## src/rtl/fpu_result_fifo.sv

```systemverilog
// -----------------------------------------------------------------------------
// fpu_result_fifo
// Captures every valid fpu result into a small first-word-fall-through FIFO,
// tags each word with its IEEE-754 single-precision class at push time, and
// lets a consumer drain it through a valid/ready handshake. Words that arrive
// while the FIFO is full and not popping are dropped and raise a sticky
// Overflow flag.
//
// Optional feature (macro FPU_RESULT_STATS_EN): saturating 16-bit counters of
// accepted NaN, infinity and zero results, cleared by Clear_Stats.
//
// Ports:
//   Clock           system clock, rising edge
//   Reset           synchronous active-high reset, highest priority
//   In_Data         result word from the fpu
//   In_Data_Valid   push request
//   Out_Ready       consumer accepts the head entry
//   Clear_Overflow  clears the sticky Overflow flag
//   Data_Out        head word, all-ones when Out_Data_Valid=0
//   Class_Out       head class, 0 when Out_Data_Valid=0
//   Out_Data_Valid  FIFO holds at least one entry
//   Full / Empty    Count == DEPTH / Count == 0
//   Count           number of stored entries (ADDR_W+1 bits)
//   Overflow        sticky, set when a push is dropped
//   Clear_Stats, Nan_Count, Inf_Count, Zero_Count  (FPU_RESULT_STATS_EN only)
// -----------------------------------------------------------------------------
module fpu_result_fifo #(
    parameter int unsigned DEPTH  = 8,
    parameter int unsigned ADDR_W = 3
) (
    input  logic              Clock,
    input  logic              Reset,
    input  logic [31:0]       In_Data,
    input  logic              In_Data_Valid,
    input  logic              Out_Ready,
    input  logic              Clear_Overflow,
    output logic [31:0]       Data_Out,
    output logic [2:0]        Class_Out,
    output logic              Out_Data_Valid,
    output logic              Full,
    output logic              Empty,
    output logic [ADDR_W:0]   Count,
    output logic              Overflow
`ifdef FPU_RESULT_STATS_EN
    ,
    input  logic              Clear_Stats,
    output logic [15:0]       Nan_Count,
    output logic [15:0]       Inf_Count,
    output logic [15:0]       Zero_Count
`endif
);

    localparam int unsigned DATA_W  = 32;
    localparam int unsigned CLASS_W = 3;
    localparam int unsigned COUNT_W = ADDR_W + 1;
    localparam int unsigned EXP_W   = 8;
    localparam int unsigned MANT_W  = 23;

    typedef enum logic [CLASS_W-1:0] {
        CLS_NORMAL    = 3'd0,
        CLS_ZERO      = 3'd1,
        CLS_SUBNORMAL = 3'd2,
        CLS_INF       = 3'd3,
        CLS_NAN       = 3'd4
    } fp_class_e;

    typedef struct packed {
        fp_class_e           cls;
        logic [DATA_W-1:0]   data;
    } entry_t;

    // Classify a single-precision word from its exponent and mantissa fields.
    function automatic fp_class_e classify(input logic [DATA_W-1:0] word);
        logic [EXP_W-1:0]  exp_f;
        logic [MANT_W-1:0] mant_f;
        fp_class_e         cls;
        exp_f  = word[30:23];
        mant_f = word[22:0];
        cls    = CLS_NORMAL;
        if (exp_f == '0) begin
            cls = (mant_f == '0) ? CLS_ZERO : CLS_SUBNORMAL;
        end else if (exp_f == '1) begin
            cls = (mant_f == '0) ? CLS_INF : CLS_NAN;
        end
        return cls;
    endfunction

    entry_t              mem [DEPTH];
    logic [ADDR_W-1:0]   wr_ptr;
    logic [ADDR_W-1:0]   rd_ptr;
    logic [COUNT_W-1:0]  count_q;
    logic                overflow_q;

    logic                full_c;
    logic                empty_c;
    logic                pop_c;
    logic                push_c;
    logic                drop_c;
    fp_class_e           in_class_c;
    entry_t              head_c;

    // Status is a pure decode of the registered count.
    assign full_c  = (count_q == COUNT_W'(DEPTH));
    assign empty_c = (count_q == '0);

    // Handshake decode; a pop frees a slot for a push in the same cycle.
    assign pop_c      = !empty_c && Out_Ready;
    assign push_c     = In_Data_Valid && (!full_c || pop_c);
    assign drop_c     = In_Data_Valid && full_c && !pop_c;
    assign in_class_c = classify(In_Data);
    assign head_c     = mem[rd_ptr];

    // Storage needs no reset; entries are only observed once written.
    always_ff @(posedge Clock) begin
        if (push_c) begin
            mem[wr_ptr] <= '{cls: in_class_c, data: In_Data};
        end
    end

    // Pointers and occupancy.
    always_ff @(posedge Clock) begin
        if (Reset) begin
            wr_ptr  <= '0;
            rd_ptr  <= '0;
            count_q <= '0;
        end else begin
            if (push_c) begin
                wr_ptr <= wr_ptr + ADDR_W'(1);
            end
            if (pop_c) begin
                rd_ptr <= rd_ptr + ADDR_W'(1);
            end
            case ({push_c, pop_c})
                2'b10:   count_q <= count_q + COUNT_W'(1);
                2'b01:   count_q <= count_q - COUNT_W'(1);
                default: count_q <= count_q;
            endcase
        end
    end

    // Sticky overflow; a drop in the same cycle beats the clear.
    always_ff @(posedge Clock) begin
        if (Reset) begin
            overflow_q <= 1'b0;
        end else if (drop_c) begin
            overflow_q <= 1'b1;
        end else if (Clear_Overflow) begin
            overflow_q <= 1'b0;
        end
    end

    assign Out_Data_Valid = !empty_c;
    assign Full           = full_c;
    assign Empty          = empty_c;
    assign Count          = count_q;
    assign Overflow       = overflow_q;
    assign Data_Out       = empty_c ? {DATA_W{1'b1}} : head_c.data;
    assign Class_Out      = empty_c ? CLASS_W'(0) : CLASS_W'(head_c.cls);

`ifdef FPU_RESULT_STATS_EN
    localparam int unsigned STAT_W = 16;

    logic [STAT_W-1:0] nan_cnt_q;
    logic [STAT_W-1:0] inf_cnt_q;
    logic [STAT_W-1:0] zero_cnt_q;

    // Saturating per-class counters of accepted pushes; clear beats increment.
    always_ff @(posedge Clock) begin
        if (Reset || Clear_Stats) begin
            nan_cnt_q  <= '0;
            inf_cnt_q  <= '0;
            zero_cnt_q <= '0;
        end else if (push_c) begin
            if (in_class_c == CLS_NAN && nan_cnt_q != '1) begin
                nan_cnt_q <= nan_cnt_q + STAT_W'(1);
            end
            if (in_class_c == CLS_INF && inf_cnt_q != '1) begin
                inf_cnt_q <= inf_cnt_q + STAT_W'(1);
            end
            if (in_class_c == CLS_ZERO && zero_cnt_q != '1) begin
                zero_cnt_q <= zero_cnt_q + STAT_W'(1);
            end
        end
    end

    assign Nan_Count  = nan_cnt_q;
    assign Inf_Count  = inf_cnt_q;
    assign Zero_Count = zero_cnt_q;
`endif

endmodule

```

## config.mk

```make
export PLATFORM = sky130hd
export DESIGN_NAME = fpu_result_fifo
export DESIGN_NICKNAME = d
export VERILOG_FILES = /design/src/rtl/fpu_result_fifo.sv
export SDC_FILE = /design/constraint.sdc
export NUM_CORES = 1
export LEC_CHECK = 0
export ABC_CLOCK_PERIOD_IN_PS = 6970
export BUFFER_PORTS_ARGS = -buffer_cell sky130_fd_sc_hd__buf_4
export CORE_ASPECT_RATIO = 1.75
export CORE_UTILIZATION = 35
export CTS_CLUSTER_DIAMETER = 120
export CTS_CLUSTER_SIZE = 8
export DETAILED_ROUTE_END_ITERATION = 16
export PLACE_DENSITY_LB_ADDON = 0.25
export SYNTH_ARGS = -nofsm -noshare
export SYNTH_HDL_FRONTEND = slang
export SYNTH_SLANG_ARGS = --single-unit
```

## constraint.sdc

```tcl
create_clock -name Clock -period 6.97 [get_ports Clock]
set_input_delay 0.3485 -clock Clock [delete_from_list [all_inputs] [get_ports Clock]]
set_output_delay 0.3485 -clock Clock [all_outputs]
set_load 0.01 [all_outputs]
```

==> results.ini, run 1 <==
[run_status]
status=complete, but fails checks
violations=design-rule violations

[synth]
async_reset_ff_share_pct=0
synth_edf_count=280
synthTopCellsByArea=edfxtp_1 73%, mux4_2 14%, mux2i_1 3.3%
synth_top_cell_area_share_pct=73.1
syn-num-nets=592
ys_seq_area_share_pct=75.5
yosysWarnings=0
ys_ff_latch=294
syn_area_um2=11500
synth_ff_type=edfxtp_1
synth_cells=552
synth_largest_area_cell=edfxtp_1
avgSynthCellArea_um2=20.8
ys_types=40

[grt]
grt_usage_pct=15.2
grt_pass1_vias=6132
grt_use_met1_pct=17.5
grt_max_degree=71
grt_overflow=0
grt_pass1_wl_um=37600
met2_usage_pct=27.9
busiest_layer=met2
met3_usage_pct=2.50
grt_antenna_before_repair=0

[sta]
period_minus_slack_ns=3.54
worst_slew_pin_slew_ns=1.07
holdWs_ns=0.0703
slew_headroom_pct=28.5
fin_crit_sh_pct=50.7
hold_viol_final=0
fmax_mhz=283
tns_ns=0
setup_viol=0
fin_skew_ns=0.00913
rsz0062_at_grt=false
slew_violations=0

[final_layout]
drive_above_1_share_pct=34.1
area_growth_syn_to_layout_pct=19.4
fin_nets=695
utilization_pct=42.5
antennaDiodeCount=0

[placed_design]
numPortBuffers=79
place_hpwl_um=13300
gp_congestion=0.656

[die]
ios=80
rows=87
dieArea_um2=33600
die_y_um=242
coreArea_um2=32300
start_util_pct=35.6
die-width_um=139

[clock_network]
clk_pin_slew_worst_paths_ns=0.05
tritoncts=yes
cts_buffers=42
cts.path.max_buffers=3
cts_setup_buffers=0
cts-root-buf=clkbuf_16
htree_levels=2
cts_resized=0
clk_latency_ns=0.52
cts_sinks=294
hold_buffers=0

[pwr]
cellPowerDensity_nw_per_um2=358
sequentialPowerShare_pct=42.3
pwr-share-comb_pct=20.9
p_switching_uw=1270
clkPwrFrac_pct=36.8
vdd_ir_drop_max_v=0.000158
switching_share_pct=25.9
p_int_uw=3640
p_leak_uw=0.00433

[run]
max_cap_violations=0

[hold_path]
min_path_type=primary input to flip-flop

[worst_setup_path]
required_ns=6.62
path_max_fanout=38
critPathKind=flip-flop to output port
cp.arrival_ns=3.19
start_kind=flip-flop
cp-end-kind=output port

[routing]
drt-initial-drc-count=353
firstDrtPassIters=12
wl_per_cell_um=23.1
drc=2
routed_wl_um=24600
ant_nets=0
routed-via-count=5594
via_per_inst=5.25

==> critical path, cell delays in order (launching register included) <==
cell and delay [ns]:
dfxtp_4 0.78, buf_4 0.75, mux4_2 0.58, mux2i_1 0.29
nor2_1 0.08, buf_4 0.15
==> flip-flops by register name, indices dropped and copies added (netlist names), named ones only <==
signal and count:
wr_ptr 3, Overflow 1, mem 280, rd_ptr 3, Count 4
==> cells by family (layout without fill, tap and decap cells) <==
logic type      after synthesis  after routing  synth area share (%)
flops                       294            294                  75.5
mux                         108            108                  17.0
simple gates                 92             92                  3.68
buf+inv                      33            146                  1.51
compound gates               16             16                  1.52
xor+xnor                      6              6                 0.457
fa+ha+maj                     3              3                 0.326
==> cells in the final DEF (no fill, tap or decap), drive strengths merged, types with 2 or more instances in the layout <==
cell type	netlist	layout
nor2b	3	3
inv	3	3
nor4	7	7
xor2	3	3
xnor2	3	3
nand3	2	2
nor3	4	4
ha	3	3
a21oi	3	3
mux2i	38	38
clkbuf	12	53
nand4	3	3
buf	18	89
or2	2	2
a211oi	2	2
nor2	25	25
mux4	70	70
nand2b	3	3
o211ai	2	2
nand2	39	39
edfxtp	280	280
dfxtp	14	14
==> per-stage QoR <==
step / instance area [um2] / setup WS (ns) / std cells / power (uW)
6_report: 13700 / 3.43 / 1065 / 4910
5_1_grt: 13700 / 3.14 / 1065 / 5120
4_1_cts: 13700 / 3.28 / 1065 / 4980
3_5_place_dp: 12600 / 3.83 / 1011 / 3170
3_3_place_gp: 12600 / 3.83 / 1011 / 3150
2_1_floorplan: 11500 / 2.85 / 552 / 2770
==> worst paths after layout <==
path / start / to / slack [ns] / cells after the start
hold reg to reg: rd_ptr[1] / flip-flop / 0.49 / 2
setup reg to reg: Count[1] / Count[2] / 4.35 / 8
setup / recovery: flip-flop / Class_Out[0] / 3.43 / 5
hold / removal: In_Data[6] / mem[4][6] / 0.07 / 1
==> synthesized netlist by cell type, types with 2 or more instances <==
cell and instances:
mux2i_1 38, ha_1 3, buf_4 7, buf_6 2, inv_2 2, clkbuf_1 12, nand3_1 2, nand4_1 3
dfxtp_1 14, or2_2 2, nor4_1 7, buf_1 2, nand2_1 39, edfxtp_1 280, mux4_2 70, xor2_1 3
nor2_1 25, a21oi_1 3, nor2b_1 3, nor3_1 4, nand2b_1 3, o211ai_1 2, buf_2 7, xnor2_1 3
==> area by class of cell <==
cell class                 instances  area, um2
fill                            2760      18600
sequential                       294       8700
multi-input combinational        225       2700
clock buffer                      53       1160
timing repair buffer              89        668
tap                              400        500
inverter                           3       11.3
clock inverter                     1       3.75
==> power by group through the flow <==
stage                     Sequential, uW  Combinational (uW)  Clock [uW]
after floorplan                     2040                 728           0
after global placement              2110                1050           0
after detailed placement            2110                1060           0
after CTS                           2080                1060        1840
after global routing                2090                1120        1910
final                               2080                1030        1810
==> per-layer routing <==
layer | up-vias | share of wire (%)
met5 | - | 0
met4 | 0 | 2.6
met3 | 50 | 4.3
met2 | 137 | 55
met1 | 2958 | 38
li1 | 2449 | -
(Power assumes the default switching activity.)
==> run 2: changes to the inputs <==
--- a/config.mk
+++ b/config.mk
@@ -5,7 +5,8 @@
 export SDC_FILE = /design/constraint.sdc
 export NUM_CORES = 1
 export LEC_CHECK = 0
-export ABC_CLOCK_PERIOD_IN_PS = 6970
+export ABC_AREA = 1
+export ABC_CLOCK_PERIOD_IN_PS = 2970
 export BUFFER_PORTS_ARGS = -buffer_cell sky130_fd_sc_hd__buf_4
 export CORE_ASPECT_RATIO = 1.75
 export CORE_UTILIZATION = 35
==> constraint.sdc (replaced) <==
create_clock -name Clock -period 2.97 [get_ports Clock]
set_input_delay 0.1485 -clock Clock [delete_from_list [all_inputs] [get_ports Clock]]
set_output_delay 0.1485 -clock Clock [all_outputs]
set_load 0.01 [all_outputs]
==> results.ini, run 2 <==
[synth]
syn-num-nets=906  ; was 592
synthTopCellsByArea=edfxtp_1 72%, a21oi_1 5.8%, a221o_1 5.5%  ; was edfxtp_1 73%, mux4_2 14%, mux2i_1 3.3%
async_reset_ff_share_pct=0  ; unchanged
synth_top_cell_area_share_pct=71.8  ; was 73.1%
synth_ff_type=edfxtp_1  ; unchanged
syn_area_um2=11700  ; was 11500 um2
yosysWarnings=0  ; unchanged
synth_cells=866  ; was 552
yosys.area_share.adder_pct=0.321  ; was 0.326%
synth-simple-area-share_pct=9.34  ; was 3.68%
synth_xor_area_share_pct=0.150  ; was 0.457%
synth-compound-area-share_pct=12.7  ; was 1.52%
avgSynthCellArea_um2=13.5  ; was 20.8 um2
synth_edf_count=280  ; unchanged
ys_ff_latch=294  ; unchanged
synth.mux.area_fraction_pct=0  ; was 17.0%
synth_common_cells=280 x edfxtp_1, 150 x nand2_1, 136 x a21oi_1, 64 x a221o_1, 40 x nor2_1  ; was 280 x edfxtp_1, 70 x mux4_2, 39 x nand2_1, 38 x mux2i_1, 25 x nor2_1
ys_seq_area_share_pct=74.2  ; was 75.5%
synth_top_family_by_area=compound AO/OA/AOI/OAI gates  ; was multiplexers
synth_largest_area_cell=edfxtp_1  ; unchanged
ys_types=33  ; was 40
yosysMostFrequentCell=edfxtp_1  ; unchanged

[die]
start_util_pct=35.6  ; about the same
die-width_um=140  ; was 139 um
die_y_um=244  ; was 242 um
rows=88  ; was 87
coreArea_um2=32900  ; was 32300 um2
dieArea_um2=34200  ; was 33600 um2
ios=80  ; unchanged

[clock_network]
cts_setup_buffers=0  ; unchanged
cts_buffers=42  ; unchanged
hold_buffers=37  ; was 0
tritoncts=yes  ; unchanged
cts.path.max_buffers=3  ; unchanged
htree_levels=2  ; unchanged
clk_pin_slew_worst_paths_ns=0.05  ; about the same
clk_latency_ns=0.52  ; about the same
cts-root-buf=clkbuf_16  ; unchanged
cts_sinks=294  ; unchanged
cts_resized=0  ; unchanged

[grt]
grt_antenna_before_repair=0  ; unchanged
grt_usage_pct=17.9  ; was 15.2%
grt_max_degree=85  ; was 71
grt_overflow=0  ; unchanged
grt_pass1_vias=8027  ; was 6132
grt_pass1_wl_um=46200  ; was 37600 um

[worst_setup_path]
cp-end-kind=output port  ; unchanged
critPathKind=flip-flop to output port  ; unchanged
slowest_stage=dfxtp_4  ; unchanged
max_stage_delay_ns=0.54  ; was 0.78 ns
worstPathCellList=buf_4, o21ai_0, o22ai_1, o21ai_0, a31oi_1, buf_4  ; was buf_4, mux4_2, mux2i_1, nor2_1, buf_4
path_max_fanout=34  ; was 38
start_kind=flip-flop  ; unchanged
required_ns=2.82  ; was 6.62 ns
cp.arrival_ns=2.55  ; was 3.19 ns

[placed_design]
dp_cells=1315  ; was 1011
place_hpwl_um=16300  ; was 13300 um
gp_congestion=0.734  ; was 0.656
numPortBuffers=79  ; unchanged

[pwr]
vdd_ir_drop_max_v=0.000545  ; was 0.000158 V
p_leak_uw=0.00514  ; was 0.00433 uW
cellPowerDensity_nw_per_um2=813  ; was 358 nW/um2

[sta]
rsz0062_at_grt=false  ; unchanged
period_minus_slack_ns=2.70
tns_ns=0  ; unchanged
fin_crit_sh_pct=90.9
hold_viol_final=0  ; unchanged
worst_slew_pin_slew_ns=0.696  ; was 1.07 ns
fmax_mhz=371
fin_skew_ns=0.0131  ; was 0.00913 ns
slew_headroom_pct=53.6  ; was 28.5%
slew_violations=0  ; unchanged
setup_viol=0  ; unchanged

[final_layout]
area_growth_syn_to_layout_pct=22.8  ; was 19.4%
final_cells=1406  ; was 1065
largest_reg_flops=280  ; unchanged
final_common_cell=edfxtp_1  ; unchanged
layout_common_cells=280 x edfxtp_1, 150 x nand2_1, 136 x a21oi_1  ; was 280 x edfxtp_1, 89 x buf_4, 70 x mux4_2
regMostFlops=mem  ; unchanged
drive_above_1_share_pct=17.4  ; was 34.1%
nFillCells=2973  ; was 2760
fin_nets=1031  ; was 695
antennaDiodeCount=0  ; unchanged

[routing]
ant_nets=0  ; unchanged
highest_layer=met4  ; unchanged
m1WireLength_um=11900  ; was 9460 um
drt-initial-drc-count=617  ; was 353
routed-via-count=7572  ; was 5594
wl_met2_um=15500  ; was 13400 um
via_per_inst=5.39  ; was 5.25
firstDrtPassIters=5  ; was 12
drc=0  ; was 2
wl_met3_um=1200  ; was 1050 um
routed_wl_um=29700  ; was 24600 um
wl_per_cell_um=21.1  ; was 23.1 um

[run_status]
status=complete, no violations  ; was complete, but fails checks

[run]
max_cap_violations=0  ; unchanged

[hold_path]
min_path_type=primary input to flip-flop  ; unchanged

==> run 2: changes by cell type after synthesis, sizes merged, moves of 4 or more <==
cell and delta:
a21oi +134, mux2i -38, nor3 -4, nor2 +16, mux4 -70, inv +21
o21ai +20, nand3 +39, clkbuf +6, nand2 +118, a221o +64, buf +22
==> run 2: critical path: cells and delay by family (launching register included) <==
family	cells	cell delay (ns)
AO/OA/AOI/OAI	4	0.83
buffers and inverters	2	0.62
flip-flops	1	0.54
==> run 2: final cells by class <==
class                           count  area (um2)  area share [%]
Clock buffer                       53        1160            8.04
Timing Repair Buffer              139        1220            8.51
Tap cell                          405         507            3.52
Multi-Input combinational cell    488        2700            18.7
Clock inverter                      1        3.75          0.0261
Sequential cell                   294        8690            60.5
Inverter                           26         100           0.696
==> run 2: stage by stage <==
stage                     util [%]  hold WS (ns)  setup WS, ns  area (um2)  power, uW
after floorplan                  -         0.218         0.129       11700       6370
after CTS                     43.7        0.0447         0.263       14400      11800
after detailed placement      39.0         0.348         0.659       12800       7450
after global routing          43.7        0.0694         0.156       14400      12200
final                         43.7        0.0623         0.271       14400      11700
after global placement        39.0         0.350         0.699       12800       7440
==> run 2: kinds of logic (layout without fill, tap and decap cells) <==
logic type,after synthesis,after routing
AND/OR/NAND/NOR,253,253
buffers and inverters,84,219
AO/OA/AOI/OAI,230,230
XOR/XNOR,2,2
adder cells (fa/ha/maj),3,3
flip-flops,294,294
==> run 2: final timing paths <==
kind         depth (start not counted)           end  startpoint  slack [ns]
min reg2reg                          2     flip-flop   rd_ptr[2]        0.46
min                                  4     rd_ptr[0]   Out_Ready        0.06
max reg2reg                          7    mem[2][18]    Count[0]        0.64
max                                  6  Class_Out[1]   flip-flop        0.27
==> run 2: metal layers <==
metal | vias to the layer above | global-route usage, %
li1 | 3509 | -
met1 | 3806 | 21.1
met2 | 183 | 31.8
met3 | 74 | 2.86
met4 | 0 | 8.24
met5 | - | 0
==> run 2: power breakdown <==
| part | switching [uW] | internal [uW] | total, uW |
|---|---|---|---|
| combinational | 1600 | 984 | 2590 |
| sequential | 92.3 | 4710 | 4800 |
| clock | 1630 | 2670 | 4300 |
